<file path="config.mk">
export PLATFORM = sky130hd
export DESIGN_NAME = sensor_spi_responder
export DESIGN_NICKNAME = d
export VERILOG_FILES = /design/src/rtl/sensor_spi_pkg.sv /design/src/rtl/sensor_spi_sync.sv /design/src/rtl/sensor_spi_responder.sv
export SDC_FILE = /design/constraint.sdc
export NUM_CORES = 1
export LEC_CHECK = 0
export ABC_CLOCK_PERIOD_IN_PS = 4800
export BUFFER_PORTS_ARGS = -buffer_cell sky130_fd_sc_hd__buf_2
export CAP_MARGIN = 40
export CORE_MARGIN = 2
export CORE_UTILIZATION = 55
export CTS_CLUSTER_SIZE = 28
export DETAILED_ROUTE_END_ITERATION = 12
export GPL_TIMING_DRIVEN = 1
export PLACE_DENSITY = 0.74
export RECOVER_POWER = 25
export SLEW_MARGIN = 5
export SYNTH_ARGS = -nofsm -noshare
export SYNTH_HDL_FRONTEND = slang
export SYNTH_SLANG_ARGS = --single-unit
</file>
<file path="constraint.sdc">
create_clock -name clk_fix -period 4.8 [get_ports clk_fix]
set_input_delay 1.44 -clock clk_fix [delete_from_list [all_inputs] [get_ports clk_fix]]
set_output_delay 1.44 -clock clk_fix [all_outputs]
set_load 0.05 [all_outputs]
</file>
<file path="src/rtl/sensor_spi_pkg.sv">
// Shared types and sizing helpers for the sensor-side register SPI responder.
package sensor_spi_pkg;

    localparam int NUM_BITS_DEF = 256;

    // Bit counter must reach 2*NUM_BITS-1 so over-length writes stay distinguishable.
    function automatic int bit_cnt_width(input int num_bits);
        return $clog2(2 * num_bits);
    endfunction

    localparam int BIT_CNT_W = bit_cnt_width(NUM_BITS_DEF);

    typedef enum logic [3:0] {
        S_IDLE      = 4'b0001,
        S_SHIFT_IN  = 4'b0010,
        S_LATCH     = 4'b0100,
        S_SHIFT_OUT = 4'b1000
    } state_t;

endpackage

</file>
<file path="src/rtl/sensor_spi_sync.sv">
// Multi-bit input synchroniser with one extra stage for per-bit rise/fall detection.
module sensor_spi_sync #(
    parameter int WIDTH  = 4,
    parameter int STAGES = 2
) (
    input  logic             clk_fix,
    input  logic             rst_fix_n,
    input  logic [WIDTH-1:0] din,
    output logic [WIDTH-1:0] dout,
    output logic [WIDTH-1:0] rise,
    output logic [WIDTH-1:0] fall
);

    logic [STAGES-1:0][WIDTH-1:0] stage_reg;
    logic [WIDTH-1:0]             prev_reg;

    always_ff @(posedge clk_fix or negedge rst_fix_n) begin
        if (!rst_fix_n) begin
            stage_reg <= '0;
            prev_reg  <= '0;
        end else begin
            stage_reg[0] <= din;
            for (int i = 1; i < STAGES; i++) begin
                stage_reg[i] <= stage_reg[i-1];
            end
            prev_reg <= stage_reg[STAGES-1];
        end
    end

    assign dout = stage_reg[STAGES-1];

    genvar gi;
    generate
        for (gi = 0; gi < WIDTH; gi++) begin : g_edge
            assign rise[gi] = dout[gi] & ~prev_reg[gi];
            assign fall[gi] = ~dout[gi] & prev_reg[gi];
        end
    endgenerate

endmodule

</file>
<file path="src/rtl/sensor_spi_responder.sv">
// Sensor-side responder: shifts in a register image, latches it on spi_write, reads it back on spi_out.
module sensor_spi_responder
    import sensor_spi_pkg::*;
#(
    parameter int                  NUM_BITS    = NUM_BITS_DEF,
    parameter int                  SYNC_STAGES = 2,
    parameter logic [NUM_BITS-1:0] BANK_INIT   = '0
) (
    input  logic                clk_fix,
    input  logic                rst_fix_n,
    input  logic                spi_clk,
    input  logic                spi_in,
    input  logic                spi_write,
    input  logic                spi_read,
    output logic                spi_out,
    output logic [NUM_BITS-1:0] reg_bank,
    output logic                wr_done,
    output logic                wr_len_err,
    output logic                rd_done
);

    localparam int                CNT_W    = bit_cnt_width(NUM_BITS);
    localparam logic [CNT_W-1:0]  CNT_MAX  = CNT_W'(2 * NUM_BITS - 1);
    localparam logic [CNT_W-1:0]  CNT_FULL = CNT_W'(NUM_BITS);

    logic [3:0] pin_sync, pin_rise, pin_fall;

    // Bit order: 0 spi_clk, 1 spi_in, 2 spi_write, 3 spi_read (all equal depth keeps their ordering).
    sensor_spi_sync #(
        .WIDTH  (4),
        .STAGES (SYNC_STAGES)
    ) u_sync (
        .clk_fix   (clk_fix),
        .rst_fix_n (rst_fix_n),
        .din       ({spi_read, spi_write, spi_in, spi_clk}),
        .dout      (pin_sync),
        .rise      (pin_rise),
        .fall      (pin_fall)
    );

    logic clk_rise, wr_rise, rd_rise, rd_fall, in_sync, read_sync;
    assign clk_rise  = pin_rise[0];
    assign wr_rise   = pin_rise[2];
    assign rd_rise   = pin_rise[3];
    assign rd_fall   = pin_fall[3];
    assign in_sync   = pin_sync[1];
    assign read_sync = pin_sync[3];

    logic unused_edges;
    assign unused_edges = ^{pin_sync[2], pin_sync[0], pin_rise[1], pin_fall[2:0]};

    state_t              state_reg, state_next;
    logic [CNT_W-1:0]    bit_cnt_reg, bit_cnt_next, bit_cnt_inc;
    logic [NUM_BITS-1:0] in_sr_reg, in_sr_next;
    logic [NUM_BITS-1:0] out_sr_reg, out_sr_next;
    logic [NUM_BITS-1:0] reg_bank_reg, reg_bank_next;
    logic                spi_out_reg, spi_out_next;
    logic                wr_done_reg, wr_done_next;
    logic                wr_len_err_reg, wr_len_err_next;
    logic                rd_done_reg, rd_done_next;

    always_ff @(posedge clk_fix or negedge rst_fix_n) begin
        if (!rst_fix_n) begin
            state_reg      <= S_IDLE;
            bit_cnt_reg    <= '0;
            in_sr_reg      <= '0;
            out_sr_reg     <= '0;
            reg_bank_reg   <= BANK_INIT;
            spi_out_reg    <= 1'b0;
            wr_done_reg    <= 1'b0;
            wr_len_err_reg <= 1'b0;
            rd_done_reg    <= 1'b0;
        end else begin
            state_reg      <= state_next;
            bit_cnt_reg    <= bit_cnt_next;
            in_sr_reg      <= in_sr_next;
            out_sr_reg     <= out_sr_next;
            reg_bank_reg   <= reg_bank_next;
            spi_out_reg    <= spi_out_next;
            wr_done_reg    <= wr_done_next;
            wr_len_err_reg <= wr_len_err_next;
            rd_done_reg    <= rd_done_next;
        end
    end

    assign bit_cnt_inc = (bit_cnt_reg == CNT_MAX) ? CNT_MAX : bit_cnt_reg + 1'b1;

    always_comb begin
        state_next      = state_reg;
        bit_cnt_next    = bit_cnt_reg;
        in_sr_next      = in_sr_reg;
        out_sr_next     = out_sr_reg;
        reg_bank_next   = reg_bank_reg;
        wr_done_next    = 1'b0;
        wr_len_err_next = 1'b0;
        rd_done_next    = 1'b0;
        unique case (state_reg)
            S_IDLE: begin
                if (rd_rise) begin
                    state_next   = S_SHIFT_OUT;
                    out_sr_next  = reg_bank_reg;
                    bit_cnt_next = '0;
                end else if (clk_rise && !read_sync) begin
                    state_next   = S_SHIFT_IN;
                    in_sr_next   = {in_sr_reg[NUM_BITS-2:0], in_sync};
                    bit_cnt_next = CNT_W'(1);
                end else if (wr_rise) begin
                    state_next   = S_LATCH;
                    bit_cnt_next = '0;
                end
            end
            S_SHIFT_IN: begin
                // A coincident final clock edge is shifted before the latch.
                if (clk_rise) begin
                    in_sr_next   = {in_sr_reg[NUM_BITS-2:0], in_sync};
                    bit_cnt_next = bit_cnt_inc;
                end
                if (wr_rise) begin
                    state_next = S_LATCH;
                end
            end
            S_LATCH: begin
                if (bit_cnt_reg == CNT_FULL) begin
                    reg_bank_next = in_sr_reg;
                    wr_done_next  = 1'b1;
                end else begin
                    wr_len_err_next = 1'b1;
                end
                bit_cnt_next = '0;
                state_next   = S_IDLE;
            end
            S_SHIFT_OUT: begin
                if (rd_fall) begin
                    state_next   = S_IDLE;
                    bit_cnt_next = '0;
                    rd_done_next = 1'b1;
                end else if (clk_rise) begin
                    out_sr_next  = {out_sr_reg[NUM_BITS-2:0], 1'b0};
                    bit_cnt_next = bit_cnt_inc;
                end
            end
            default: begin
                state_next   = S_IDLE;
                bit_cnt_next = '0;
            end
        endcase
        // Registered so spi_out moves only on the cycle after a clock edge or read start.
        spi_out_next = (state_next == S_SHIFT_OUT) ? out_sr_next[NUM_BITS-1] : 1'b0;
    end

    assign spi_out    = spi_out_reg;
    assign reg_bank   = reg_bank_reg;
    assign wr_done    = wr_done_reg;
    assign wr_len_err = wr_len_err_reg;
    assign rd_done    = rd_done_reg;

endmodule
</file>
======== Word level (Yosys, flattened, before mapping) ========
Cells that the tools add are included.
cells by class
  bitwise gates (word level) .............. 8
  eq/ne operators ......................... 14
  add/sub/neg operators ................... 1
  reduce and logical (&&, ||, !) cells .... 7
  muxes and demuxes ....................... 27
operators with widths
  cell                   count
  $mux W256              6
  $pmux W256 S2          2
  $mux W9                6
  $pmux W9 S3            1
  $eq A9 B9 Y1 const B   2
  $mux W4                4
  $ne A2 B2 Y1 const B   6
  $pmux W4 S3            1
  $add A9 B1 Y9 const B  1
  $eq A4 B4 Y1 const B   2
  $reduce_and A4 Y1      2
  $mux W1                7
  $and A1 B1 Y1          4
  $eq A4 B1 Y1 const B   1
  $eq A4 B2 Y1 const B   1
  $eq A4 B3 Y1 const B   1
  $ne A4 B4 Y1 const B   1
  $not A1 Y1             4
  $reduce_bool A2 Y1     2
  $reduce_and A2 Y1      1
  $logic_and A1 B1 Y1    1
  $logic_not A1 Y1       1
word-level totals
  flip-flop bits (word level) ............. 797
  input bits .............................. 6
  output and inout bits ................... 260
  logic and storage cells ................. 70

======== Depth between registers and ports, before layout ========
Gate-level depths: netlist of run 1.
  depth after elaboration ................. 8
  gate-level depth with buffers ........... 9
  depth with buffers taken out ............ 6

======== Hierarchy ========
Synthesis of run 1 repeated with hierarchy kept, for this count alone.
second synthesis, totals
  cell total of the unflattened synthesis .. 2324
  area, all modules ....................... 31968.2 um^2
modules (own cells, without submodules)
  module                times used  area each (um^2)  sequential area each (um^2)  cells an instance
  sensor_spi_responder  1           31587.8           19645.1                      2300
  sensor_spi_sync       1           380.4             300.3                        24

======== Worst setup path before layout of run 1 ========
OpenSTA, ideal clock, no wires.
  kind .................................... register -> register
  start point ............................. register bit_cnt_reg[0]
  end point ............................... register reg_bank_reg[136] (netlist: reg_bank[136])
  data arrival time ....................... 2.066 ns
  path slack .............................. 2.610 ns
  period minus slack after synthesis ...... 2.190 ns
  data required time ...................... 4.675 ns
  cell stages (with the launch flop) ...... 10
  library setup time ...................... 0.125 ns
  path buffers ............................ 3
  path through ............................ dfrtp_1 -> inv_1 -> ha_1 -> nor4b_1 -> and4_1 -> nand2b_1 -> clkbuf_1 -> clkbuf_1 -> buf_1 -> mux2_2
on the way
  cells in the longest elaborated chain, start to end .. 2
RTL lines
  what                         RTL line                     text
  from (decl)                  sensor_spi_responder.sv:53   logic [CNT_W-1:0] bit_cnt_reg, bit_cnt_next, bit_cnt_inc;
  from (signal assigned)       sensor_spi_responder.sv:75   bit_cnt_reg <= bit_cnt_next;
  $eq A9 B9 Y1                 sensor_spi_responder.sv:123  if (bit_cnt_reg == CNT_FULL) begin
  $reduce_and A2 Y1 (no line)  -
  to (signal assigned)         sensor_spi_responder.sv:78   reg_bank_reg <= reg_bank_next;
  to (decl)                    sensor_spi_responder.sv:56   logic [NUM_BITS-1:0] reg_bank_reg, reg_bank_next;
Every way passes these cells.
A chain may end at the register's enable or synchronous reset.

==> results of run 1 <==
[report_power, final]
group,internal [uW],switching (uW)
registers,6760,37.5
clock network,3830,2540
logic,208,679
total,10800,3250
[per-stage QoR]
stage          cells  hold slack [ns]  area (sq um)  total power (uW)
2_1_floorplan   2071           0.3312         31160              7492
4_1_cts         3128           0.3530         35960             14210
3_5_place_dp    2980           0.3434         33240              7820
6_report        3128           0.3506         35950             14040
3_3_place_gp    2979           0.3318         33230              7785
5_1_grt         3128           0.3583         35950             14570
[cell families (layout without fill, tap and decap cells)]
| family | after synthesis | in the layout | share of synthesized area (%) |
|---|---|---|---|
| multiplexers | 513 | 513 | 18.54 |
| buffers and inverters | 158 | 459 | 2.365 |
| AND/OR/NAND/NOR | 56 | 56 | 1.116 |
| flip-flops | 796 | 796 | 63.93 |
| AO/OA/AOI/OAI | 546 | 546 | 13.97 |
| adder cells (fa/ha/maj) | 2 | 2 | 0.08030 |
[Yosys cell counts (2+ instances only)]
| cell type | n | share of area (%) |
|---|---|---|
| nand4_1 | 2 | 0.040 |
| nand3_1 | 2 | 0.032 |
| or2_2 | 3 | 0.060 |
| o21ai_0 | 13 | 0.21 |
| o211ai_1 | 2 | 0.048 |
| a22o_1 | 255 | 7.2 |
| nand2b_1 | 6 | 0.12 |
| nor2b_1 | 4 | 0.080 |
| mux2_1 | 18 | 0.65 |
| buf_2 | 115 | 1.8 |
| a21oi_1 | 10 | 0.16 |
| or3_1 | 4 | 0.080 |
| nor2_1 | 8 | 0.096 |
| clkbuf_1 | 22 | 0.27 |
| buf_1 | 8 | 0.096 |
| a21o_1 | 254 | 6.1 |
| nor3b_1 | 2 | 0.048 |
| nor3_1 | 2 | 0.032 |
| dfrtp_1 | 795 | 64 |
| inv_1 | 13 | 0.16 |
| nor4_1 | 5 | 0.10 |
| ha_1 | 2 | 0.080 |
| mux2_2 | 494 | 18 |
| o21ai_1 | 5 | 0.080 |
| o21bai_1 | 2 | 0.048 |
| nand2_1 | 7 | 0.084 |
| nand3b_1 | 2 | 0.048 |
[worst paths after layout]
path,from,end,slack [ns]
worst max-delay path,rst_fix_n,in_sr_reg[42]$_DFFE_PN0P_,1.44
worst min-delay path,u_sync.stage_reg[3]$_DFF_PN0_,u_sync.dout[3]$_DFF_PN0_,0.35
worst max register to register,state_reg[1]$_DFF_PN0_,out_sr_reg[1]$_DFFE_PN0P_,1.80
worst min register to register,u_sync.stage_reg[3]$_DFF_PN0_,u_sync.dout[3]$_DFF_PN0_,0.35
max in group clk_fix,state_reg[1]$_DFF_PN0_,out_sr_reg[1]$_DFFE_PN0P_,1.80
min in group asynchronous,rst_fix_n,reg_bank[253]$_DFFE_PN0P_,1.62
[metal layers]
metal,vias to the layer above,global-route usage [%]
li1,8120,-
met1,9696,29.43
met2,343,35.23
met3,111,4.963
met4,0,7.371
met5,-,0
[cell type report]
| class | instances | area [sq um] | area share, % |
|---|---|---|---|
| Clock buffer | 127 | 2487 | 6.920 |
| Clock inverter | 21 | 236.5 | 0.6578 |
| Inverter | 13 | 48.80 | 0.1357 |
| Multi-Input combinational cell | 1117 | 10530 | 29.28 |
| Sequential cell | 796 | 19920 | 55.42 |
| Tap cell | 756 | 945.9 | 2.631 |
| Timing Repair Buffer | 298 | 1783 | 4.960 |
==> flow_metrics.tcl, run 1 <==
set metrics [dict create \
    status "finished, violations left" \
    violations "capacitance limit, slew limit" \
    final.setup.tns_ns 0 \
    cts_resized 0 \
    cts.clk_slew.worst_paths_ns 0.06 \
    crit_buf_inv 2 \
    ys_warn_count 0 \
    synth-seq-area-share_pct 63.93 \
    finClkSkew_ns 0.01438 \
    p_per_area_mw_per_mm2 390.6 \
    clock-sinks 796 \
    rr_worst_depth 6 \
    syn_nets 2079 \
    cts_buffers 81 \
    cts_hold_buf 0 \
    start_kind "input pin" \
    grt_setup_unrepaired "false" \
    wl_per_cell_um 20.22 \
    portBuffers 265 \
    n_antenna_cell 0 \
    fp.dieW_um 242.0 \
    period_needed_ns 3.358 \
    grt_overflow_total 0 \
    vias 18270 \
    grt_max_degree 195 \
    wirelength_met1_mm 27.41 \
    num_rows 87 \
    cp_slowest_cell "clkbuf_2" \
    dr_wl_met3_mm 3.259 \
    insertion_delay_ns 0.61 \
    area_delta_synth_final_pct 15.36 \
    cp.arrival_ns 4.05 \
    cts_buffer_depth 3 \
    viasPerCell 5.841 \
    cts_setup_buffers 0 \
    worstPathMaxFanout 87 \
    drt_iter0_markers 1129 \
    cts_tree "built" \
    async_reset_ff_share_pct 100.0 \
    cp_cell_sequence "clkbuf_2 -> buf_4" \
    drive_above_1_share_pct 39.00 \
    ys_ff_latch 796 \
    ir_drop_uv 327.4 \
    cts_root_buf "clkbuf_16" \
    totalWireLength_mm 63.23 \
    synth_cell_type_count 43 \
    setup_violations 0 \
    p_leak_uw 0.02104 \
    tightest_slew_ns 2.536 \
    grtUsageTotal_pct 21.81 \
    mostFrequentLayoutCells "dfrtp_1, mux2_2, buf_2" \
    synth_area_sq_mm 0.03116 \
    routabilityCongestion 0.7667 \
    final_antenna_net_count 0 \
    fmax_mhz 297.8 \
    period_share_pct 69.95 \
    relSlewSlack_pct -69.09 \
    syn_area_per_cell_sq_um 15.05 \
    end_kind "asynchronous set/reset pin" \
    antenna_found_initial 0 \
    cpPeakStageDelay_ns 1.72 \
    final_core_util_pct 64.00 \
    syn_inst 2071 \
    maxCapViolations 1 \
    coreArea_sq_mm 0.05617 \
    hp-class "reg2reg" \
    synth_edf_count 0 \
    num-fill-cells 4133 \
    routed.top_layer "met4" \
    setup_ws_ns 1.442 \
    crit_cells 2 \
    io_pins 266 \
    die_h_um 242.0 \
    hold_depth 0 \
    drc 0 \
    drtPass1Iterations 5 \
    synth-main-ff-cell "dfrtp_1" \
    grt_pass1_wl_mm 104.4 \
    nNetsFinal 2315 \
    finalHoldViolations 0 \
    grt_pass1_vias 19150 \
    critPathTopFamily "buffers and inverters" \
    pre_cts_ws_ns 1.984 \
    crit_required_ns 5.49 \
    layout_commonest_cell "dfrtp_1" \
    dp_hpwl_mm 37.80 \
    die_area_sq_mm 0.05857 \
    h-tree-depth 3 \
    initial_core_util_pct 55.48 \
    crit_type "in2async" \
    slew_viol_final 81 \
    met2WireLength_mm 30.75 \
]
No activity file was read; power rests on OpenSTA's default activity.
==> run 2: changes to the inputs <==
--- a/config.mk
+++ b/config.mk
@@ -5,7 +5,7 @@
 export SDC_FILE = /design/constraint.sdc
 export NUM_CORES = 1
 export LEC_CHECK = 0
-export ABC_CLOCK_PERIOD_IN_PS = 4800
+export ABC_CLOCK_PERIOD_IN_PS = 3500
 export BUFFER_PORTS_ARGS = -buffer_cell sky130_fd_sc_hd__buf_2
 export CAP_MARGIN = 40
 export CORE_MARGIN = 2
==> constraint.sdc (replaced) <==
create_clock -name clk_fix -period 3.5 [get_ports clk_fix]
set_input_delay 1.05 -clock clk_fix [delete_from_list [all_inputs] [get_ports clk_fix]]
set_output_delay 1.05 -clock clk_fix [all_outputs]
set_load 0.05 [all_outputs]
==> run 2 against run 1 <==
Net effect: the flow still finishes with violations (capacitance limit, slew limit); global-route usage rose by 0.28 points; largest power group unchanged; critical path depth up 4; power increased by 41%.
==> flow_metrics.tcl, run 2 (synthesis results as in run 1) <==
set metrics [dict create \
    num_rows 87 \
    final_cell_area_sq_mm 0.03617 \
    viasPerCell 5.818 \
    tightest_slew_ns 1.836 \
    routabilityCongestion 0.7858 \
    drt_iter0_markers 1156 \
    insertion_delay_ns 0.63 \
    grtUsageTotal_pct 22.09 \
    mostFrequentLayoutCells "dfrtp_1, mux2_2, buf_2" \
    end_kind "flip-flop" \
    p_per_area_mw_per_mm2 548.2 \
    cts_setup_buffers 0 \
    final.setup.tns_ns 0 \
    p_int_uw 15220 \
    antenna_found_initial 1 \
    vias 18230 \
    grt_overflow_total 0 \
    placed_cell_area_sq_mm 0.03333 \
    relSlewSlack_pct -22.40 \
    crit_required_ns 4.05 \
    drtPass1Iterations 5 \
    finClkSkew_ns 0.02187 \
    start_kind "flip-flop" \
    pre_cts_ws_ns 0.8540 \
    grt_pass1_wl_mm 105.1 \
    setup_ws_ns 0.8046 \
    grt_pass1_vias 19110 \
    p_clk_share_pct 46.8 \
    p_leak_uw 0.02114 \
    fp.dieW_um 242.0 \
    coreArea_sq_mm 0.05617 \
    grt_max_degree 161 \
    die_h_um 242.0 \
    comb_power_share_pct 6.2 \
    nNetsFinal 2322 \
    io_pins 266 \
    reg2reg_from "state_reg[1]$_DFF_PN0_" \
    drc 0 \
    cts_buffer_depth 3 \
    fmax_mhz 371.0 \
    hp-class "in2async" \
    period_needed_ns 2.695 \
    drive_above_1_share_pct 39.42 \
    cts_buffers 81 \
    dp_hpwl_mm 38.97 \
    grt_setup_unrepaired "false" \
    finalHoldViolations 0 \
    worstPathMaxFanout 94 \
    pwr-share-seq_pct 47.0 \
    sw_frac_of_total_pct 23.26 \
    cts_resized 0 \
    total_power_uw 19830 \
    rr_worst_depth 6 \
    layout_commonest_cell "dfrtp_1" \
    status "finished, violations left" \
    switching_power_uw 4612 \
    setup_violations 0 \
    crit_type "reg2reg" \
    regToRegEndpoint "out_sr_reg[177]$_DFFE_PN0P_" \
    clock-sinks 796 \
    cts_root_buf "clkbuf_16" \
    area_delta_synth_final_pct 16.09 \
    period_share_pct 77.01 \
    cp.arrival_ns 3.25 \
    rrSetupSlack_ns 0.80 \
    initial_core_util_pct 55.48 \
    ir_drop_uv 402.2 \
    cts_hold_buf 0 \
    violations "capacitance limit, slew limit" \
    maxCapViolations 4 \
    wl_per_cell_um 20.38 \
    totalWireLength_mm 63.87 \
    h-tree-depth 3 \
    die_area_sq_mm 0.05857 \
    slew_viol_final 173 \
    cts_tree "built" \
    cts.clk_slew.worst_paths_ns 0.06 \
    portBuffers 265 \
    final_antenna_net_count 0 \
]
[run 2: changes by cell type in the layout (fill, tap and decap cells not counted), sizes merged]
cell    change
bufinv      +7
clkinv      +5
buf         -4
clkbuf      -3
diode       +1
[run 2: worst max-delay path, cell delays in order, from the launching register on]
cell	delay (ns)
dfrtp_1	0.47
or4b_1	0.65
nor3_4	0.26
buf_12	0.43
buf_4	0.46
a22o_1	0.20
a21o_1	0.09
[run 2: power groups by stage]
stage	combinational (uW)	clock [uW]	sequential, uW
3_5_place_dp	1260	0	9490
2_1_floorplan	802	0	9470
5_1_grt	1370	9860	9320
3_3_place_gp	1200	0	9480
6_report	1240	9270	9320
4_1_cts	1270	9480	9320
[run 2: layer usage]
metal  global-route usage [%]  up-vias  share of wire, %
met5                        0        -                 0
met4                    6.754        0               2.4
met3                    4.708      100               4.4
met2                    36.23      346                49
met1                    29.82     9671                44
li1                         -     8117                 -
[run 2: cell type report]
type                    instances  area [sq um]
clock buffers                 113          2367
multi-input cells            1117         10530
inverters                      13         48.80
clock inverters                33         568.0
fillers                      4099         20000
repair buffers                305          1790
diodes                          1         2.502
well taps                     756         945.9
flip-flops and latches        796         19920
[run 2: worst max-delay path by stage]
stage / startpoint / endpoint / slack (ns) / cells after the start
2_1_floorplan: bit_cnt_reg[0]$_DFFE_PN0P_ / reg_bank[136]$_DFFE_PN0P_ / 1.31 / 9
3_3_place_gp: state_reg[1]$_DFF_PN0_ / out_sr_reg[181]$_DFFE_PN0P_ / 0.98 / 6
3_5_place_dp: state_reg[1]$_DFF_PN0_ / out_sr_reg[177]$_DFFE_PN0P_ / 0.85 / 6
4_1_cts: state_reg[1]$_DFF_PN0_ / out_sr_reg[195]$_DFFE_PN0P_ / 0.84 / 6
5_1_grt: rst_fix_n / in_sr_reg[73]$_DFFE_PN0P_ / 0.60 / 2
6_report: state_reg[1]$_DFF_PN0_ / out_sr_reg[177]$_DFFE_PN0P_ / 0.80 / 6
[run 2: through the flow]
step | cells | hold WS [ns] | util, %
2_1_floorplan | 2071 | 0.3312 | -
3_3_place_gp | 2985 | 0.3324 | 59.27
3_5_place_dp | 2987 | 0.3347 | 59.33
4_1_cts | 3133 | 0.3452 | 64.56
5_1_grt | 3134 | 0.3298 | 64.40
6_report | 3134 | 0.3292 | 64.40
